## src/rtl/fx_slave_regs.sv

```systemverilog
// fx bus register-file slave: device-select decode, scratch and config bytes,
// command pulses, an atomic 64-bit status snapshot and a saturating event counter.
module fx_slave_regs #(
    parameter logic [5:0] DEV_ID  = 6'h00,
    parameter logic [7:0] VERSION = 8'h01
) (
    input  logic          clk_sys,
    input  logic          rst_n,
    input  logic [21:0]   fx_waddr,
    input  logic          fx_wr,
    input  logic [7:0]    fx_data,
    input  logic [21:0]   fx_raddr,
    input  logic          fx_rd,
    output logic [7:0]    fx_q,
    output logic [127:0]  cfg,
    output logic [7:0]    cmd_pulse,
    input  logic [63:0]   stat_in,
    input  logic          evt_in
);

    logic [7:0]  scratch_q, scratch_d;
    logic [7:0]  cmd_q, cmd_d;
    logic [55:0] shadow_q, shadow_d;
    logic [15:0] cnt_q, cnt_d;
    logic [7:0]  cnt_hi_q, cnt_hi_d;
    logic [7:0]  rdata_q, rdata_d;
    logic [7:0]  cfg_q [16];

    logic        wr_hit, rd_hit;
    logic [15:0] woff, roff;
    logic [15:0] cfg_we;
    logic [7:0]  stat_view [8];
    logic [7:0]  rd_byte;

    assign wr_hit = fx_wr && (fx_waddr[21:16] == DEV_ID);
    assign rd_hit = fx_rd && (fx_raddr[21:16] == DEV_ID);
    assign woff   = fx_waddr[15:0];
    assign roff   = fx_raddr[15:0];

    // Byte 0 of the status window is live; bytes 1-7 come from the snapshot.
    assign stat_view[0] = stat_in[7:0];

    generate
        for (genvar gi = 0; gi < 16; gi++) begin : g_cfg
            assign cfg_we[gi]          = wr_hit && (woff[15:4] == 12'h001) && (woff[3:0] == 4'(gi));
            assign cfg[8*gi +: 8]      = cfg_q[gi];
        end
        for (genvar gi = 1; gi < 8; gi++) begin : g_stat
            assign stat_view[gi] = shadow_q[8*(gi-1) +: 8];
        end
    endgenerate

    // Read mux sees pre-write state, so a same-cycle write/read returns the old value.
    always_comb begin
        rd_byte = 8'h00;
        if (roff == 16'h0000) begin
            rd_byte = VERSION;
        end else if (roff == 16'h0001) begin
            rd_byte = scratch_q;
        end else if (roff[15:4] == 12'h001) begin
            rd_byte = cfg_q[roff[3:0]];
        end else if (roff[15:3] == 13'h0004) begin
            rd_byte = stat_view[roff[2:0]];
        end else if (roff == 16'h0030) begin
            rd_byte = cnt_q[7:0];
        end else if (roff == 16'h0031) begin
            rd_byte = cnt_hi_q;
        end
    end

    always_comb begin
        scratch_d = scratch_q;
        cmd_d     = 8'h00;
        shadow_d  = shadow_q;
        cnt_hi_d  = cnt_hi_q;
        rdata_d   = rdata_q;
        cnt_d     = cnt_q;

        if (wr_hit && woff == 16'h0001) scratch_d = fx_data;
        if (wr_hit && woff == 16'h0002) cmd_d = fx_data;

        if (fx_rd) rdata_d = rd_hit ? rd_byte : 8'h00;
        if (rd_hit && roff == 16'h0020) shadow_d = stat_in[63:8];
        if (rd_hit && roff == 16'h0030) cnt_hi_d = cnt_q[15:8];

        // Clear takes priority over a coincident event.
        if (wr_hit && woff == 16'h0030) begin
            cnt_d = 16'h0000;
        end else if (evt_in && cnt_q != 16'hFFFF) begin
            cnt_d = cnt_q + 16'h0001;
        end
    end

    always_ff @(posedge clk_sys or negedge rst_n) begin
        if (!rst_n) begin
            scratch_q <= 8'h00;
            cmd_q     <= 8'h00;
            shadow_q  <= 56'h0;
            cnt_q     <= 16'h0000;
            cnt_hi_q  <= 8'h00;
            rdata_q   <= 8'h00;
            for (int i = 0; i < 16; i++) cfg_q[i] <= 8'h00;
        end else begin
            scratch_q <= scratch_d;
            cmd_q     <= cmd_d;
            shadow_q  <= shadow_d;
            cnt_q     <= cnt_d;
            cnt_hi_q  <= cnt_hi_d;
            rdata_q   <= rdata_d;
            for (int i = 0; i < 16; i++) begin
                if (cfg_we[i]) cfg_q[i] <= fx_data;
            end
        end
    end

    assign fx_q      = rdata_q;
    assign cmd_pulse = cmd_q;

endmodule

```

## config.mk

```make
export PLATFORM = sky130hd
export DESIGN_NAME = fx_slave_regs
export DESIGN_NICKNAME = d
export VERILOG_FILES = /design/src/rtl/fx_slave_regs.sv
export SDC_FILE = /design/constraint.sdc
export NUM_CORES = 1
export LEC_CHECK = 0
export ABC_AREA = 0
export CAP_MARGIN = 20
export CORE_MARGIN = 4
export CORE_UTILIZATION = 54
export CTS_CLUSTER_SIZE = 10
export DETAILED_ROUTE_END_ITERATION = 6
export PLACE_DENSITY_LB_ADDON = 0.1
export SETUP_SLACK_MARGIN = 0.5
export SLEW_MARGIN = 20
export SYNTH_ARGS = -nofsm -noshare
export SYNTH_HDL_FRONTEND = slang
export SYNTH_SLANG_ARGS = --single-unit
```

## constraint.sdc

```tcl
create_clock -name clk_sys -period 5.7 [get_ports clk_sys]
set_clock_uncertainty 0.2 [all_clocks]
set_input_delay 0.57 -clock clk_sys [delete_from_list [all_inputs] [get_ports clk_sys]]
set_output_delay 0.57 -clock clk_sys [all_outputs]
set_load 0.01 [all_outputs]
```

---- Word level (Yosys, flattened, before mapping) ----
Cells that the tools add are included.
storage, ports and cells
  output and inout port bits .............. 144
  input bits .............................. 121
  logic and storage cells ................. 99
  bits in registers ....................... 232
cells by class
  order comparisons ....................... 2
  reduce and logical (&&, ||, !) cells .... 30
  equal/unequal tests ..................... 26
  $add $sub $neg .......................... 1
  mux-type cells .......................... 16
  bitwise operators ....................... 2
operators by type and width
  kind                   count
  $mux 8                 12
  $eq 16x6->1 const B    4
  $bmux 8 s4             1
  $eq 16x1->1 const B    2
  $eq 4x4->1 const B     8
  $mux 16                2
  $logic_and 1x1->1      25
  $bmux 8 s3             1
  $eq 12x1->1 const B    2
  $add 16x1->16 const B  1
  $eq 16x2->1 const B    1
  $eq 4x3->1 const B     4
  $logic_not 16->1       1
  $ne 16x16->1 const B   1
  $eq 13x3->1 const B    1
  $logic_not 6->1        2
  $eq 4x2->1 const B     2
  $ge 5x5->1 const B     1
  $not 4->5              1
  $eq 4x1->1 const B     1
  $ge 4x4->1 const B     1
  $logic_not 4->1        1
  $not 3->4              1
  $reduce_bool 2->1      1

---- Longest topological paths before layout ----
  word-level depth ........................ 9
  mapped depth ............................ 9
  depth with buffers taken out ............ 7

---- Worst setup path before layout ----
Ideal clock, no wire load.
  path type ............................... input to register
  from .................................... input fx_waddr[18]
  to ...................................... register cfg_q (netlist bit cfg[100])
  setup time .............................. 0.125 ns
  path buffers ............................ 0
  cell stages on the path ................. 6
  slack ................................... 2.863 ns
  arrival time ............................ 2.512 ns
  cell sequence ........................... or4_4 nor4_4 nor3b_2 nand2_4 nor2_4 mux2_2
on the way
  longest elaborated chain between the ends .. 4
RTL lines
  item                            line  RTL
  start, declared                 9     input logic [21:0] fx_waddr,
  $logic_not 6->1                 35    assign wr_hit = fx_wr && (fx_waddr[21:16] == DEV_ID);
  $logic_and 1x1->1               35
  $logic_and 1x1->1 (2 in a row)  45    assign cfg_we[gi] = wr_hit && (woff[15:4] == 12'h001) && (woff[3:0] == 4'(gi));
  end signal, assigned by index   111   if (cfg_we[i]) cfg_q[i] <= fx_data;
  end, declared                   27    logic [7:0] cfg_q [16];
No other way between the ends.
A chain may end at the register's enable or synchronous reset.

---- Worst setup path after layout ----
  from .................................... input fx_raddr[3]
  to ...................................... register shadow_q[23]
on the way
  longest elaborated chain between the ends .. 2
RTL lines
  item                  line  RTL
  start, declared       12    input logic [21:0] fx_raddr,
  $eq 16x6->1           83    if (rd_hit && roff == 16'h0020) shadow_d = stat_in[63:8];
  $logic_and 1x1->1     83
  end signal, assigned  106   shadow_q <= shadow_d;
  end, declared         23    logic [55:0] shadow_q, shadow_d;
No other way between the ends.

==> metrics.csv <==
metric;value;unit
initial antenna violation count;0;
clk root buf;clkbuf_16;
CTS H-tree lvls;1;
peak supply drop;183.1;uV
hold path startpoint;shadow_q[42];
register area share after synthesis;52.80;%
number of antenna diodes;0;
DRT Pass-1 Iters;5;
Initial Util;55.76;%
first-pass GRT wire length;46010;um
r2r endpoint;cnt_q[0];
CTS tree;yes;
RSZ-0062 raised after global routing;no;
fmax;275.0;MHz
Syn Nets;882;
P_int;2.659;mW
sequential power share;49.5;%
Worst-Skew Late Latency;0.52;ns
post-CTS setup buffer count;0;
share of cells above drive strength 1;27.85;%
Overflow after GRT;0;
final setup TNS;0;ns
final hold slack;0.2837;ns
power share of the combinational group;7.2;%
Routed WL;29990;um
Worst-Margin Slew;0.9766;ns
status;finished, final reports clean;
top post-synthesis cells by area;dfrtp_1 (53%), mux2_2 (17%), mux4_2 (9.8%);
most common cell in the netlist;dfrtp_1;
Net Sw Frac;22.88;%
Clk pwr share;43.2;%
routability congestion estimate from global placement;0.9374;
post-DP HPWL;21310;um
max-cap violations;0;
Detail Route Antenna Nets;0;
I/O pin total;265;
Syn Area/Cell;14.47;sq um
chip height;150.7;um
CP Max Fanout;56;
number of global-route vias before repair;7953;
worst path required time;5.90;ns
fill count;1318;
CP max stage cell;clkdlybuf4s50_1;
CP peak stage delay;0.84;ns
Reg2Reg Setup Slack;3.45;ns
power density over the cells;236.7;mW/mm^2
Mapped Cells;760;
gr usage total;26.38;%
largest net degree at the start of global routing;126;
Final Power;3.447;mW
vias per cell;5.922;
area share of the largest cell type after synthesis;52.80;%
Final Hold Vio Count;0;
Async S/R FF share, synth;100.0;%
# DRC;0;
hold crit path type;reg -> reg;
Clock Sinks;232;
Switch Pwr;0.7886;mW
Row Count;51;
Buf+Inv Stages, Crit Path;2;
Synth Flop Type;dfrtp_1;
placeable core region;0.01972;sq mm
max-slew violation count;0;
#FFs+latches synth;232;
synth cell count leaders;dfrtp_1 (232), mux2_2 (162), mux4_2 (48), mux2_1 (40), nand2_1 (27);
R2R cell count;7;
Critical R2R Launch;cnt_q[0];
hold endpoint;shadow_q[42];
max_slew headroom;34.35;%
endpoints failing setup;0;
area leader, netlist;dfrtp_1;
die footprint;0.02271;sq mm
Post-Syn Area;0.01100;sq mm
area grow syn2layout;32.44;%
Leak;6.558;nW
Vias;7651;
WL/cell;23.21;um
Synth warnings;0;
Final Critical Period;3.636;ns
DR iter-0 viols;435;
CP Capture Type;flip-flop;
Worst path top cell family by delay;buffers and inverters;
# port buffers;264;
Setup Crit Path Kind;in -> reg;
CP cell instances;clkdlybuf4s50_1 -> or3b_2 -> nor4_4 -> nor3b_2 -> buf_4 -> mux2_2;
Hold Path Cell Cnt;1;
number of hold buffers added after cts;1;
Resized cells post-CTS;0;
post-route clock period utilization;63.80;%
worst path arrival time;3.84;ns
Distinct cells, synth;57;
Worst-path clk slew;0.05;ns
count of flip-flops with a built-in enable after synthesis;0;
die width;150.7;um
crit start category;input pin;
Bufs on Longest Clock Path;3;
TritonCTS Buffers;27;
Net count, final;1144;
fin util;73.86;%
[worst max-delay path by stage]
stage / from / end / slack [ns] / depth (start not counted)
finish: fx_raddr[3] / shadow_q[23] / 2.06 / 6
floorplan: fx_waddr[18] / cfg[100] / 2.86 / 6
detailed placement: fx_raddr[3] / shadow_q[36] / 1.59 / 6
global placement: fx_raddr[3] / shadow_q[24] / 1.65 / 6
global route: fx_raddr[3] / shadow_q[23] / 1.94 / 6
CTS: fx_raddr[3] / shadow_q[36] / 2.12 / 6
[area by class of cell]
cell class / count / area (sq um) / share of cell area, %
repair buffers: 270 / 2695 / 18.51
inverters: 2 / 7.507 / 0.05155
clock inverters: 1 / 8.758 / 0.06014
clock buffers: 33 / 718.2 / 4.932
multi-input cells: 489 / 4996 / 34.31
flip-flops and latches: 232 / 5806 / 39.87
well taps: 265 / 331.6 / 2.277
[routing by layer]
layer	part of all wire, %	vias up	global-route usage, %	wire length, um
met5	0	-	0	0
met4	2.4	0	6.256	724
met2	47	337	41.83	14160
li1	-	3353	-	-
met1	41	3903	36.86	12390
met3	9.1	58	7.014	2719
[per-stage QoR]
stage	std cells	instance area (sq um)	worst slack (ns)
2_1_floorplan	760	11000	2.863
3_3_place_gp	1257	13830	1.655
3_5_place_dp	1257	13830	1.585
4_1_cts	1292	14560	2.122
5_1_grt	1292	14560	1.943
6_report	1292	14560	2.064
[cells in the final DEF (no fill, tap or decap), types with 4 or more instances in the layout]
cell and instances:
dfrtp_1 232, a32oi_1 5, nand3_1 19, or3_1 5
clkbuf_1 4, nand2b_1 9, nand2_1 27, xor2_1 10
a21oi_1 23, mux2_1 40, and2_1 9, clkbuf_16 27
mux2_2 162, nor2_1 20, mux2i_1 15, nor4_1 5
buf_4 5, nor2_2 11, nor2b_1 7, o21ai_0 6
nand4_1 8, o2111ai_1 6, nor4_2 4, mux4_2 48
clkdlybuf4s50_1 260
[flip-flops by register name (all words and copies together), names as in the netlist]
name / flops
cnt_q: 16
shadow_q: 56
scratch_q: 8
cfg: 128
cnt_hi_q: 8
fx_q: 8
cmd_pulse: 8
[cell families after synthesis]
kind of cell,count (synthesis),share of synthesized area (%)
AOI/OAI and AO/OA,52,3.061
xor gates and xnor gates,12,0.9558
adders and majority gates,1,0.1138
buffers and inverters,39,1.809
DFF,232,52.80
muxes,265,31.88
and+or+nand+nor,159,9.376
[power by group through the flow]
stage | clock network (mW) | logic [mW] | registers [mW]
after global routing | 1.60 | 0.271 | 1.71
after detailed placement | 0 | 0.252 | 1.73
final | 1.49 | 0.249 | 1.71
after global placement | 0 | 0.247 | 1.73
after floorplan | 0 | 0.0957 | 1.72
after CTS | 1.51 | 0.252 | 1.71
Power figures use the tool's default switching activity.
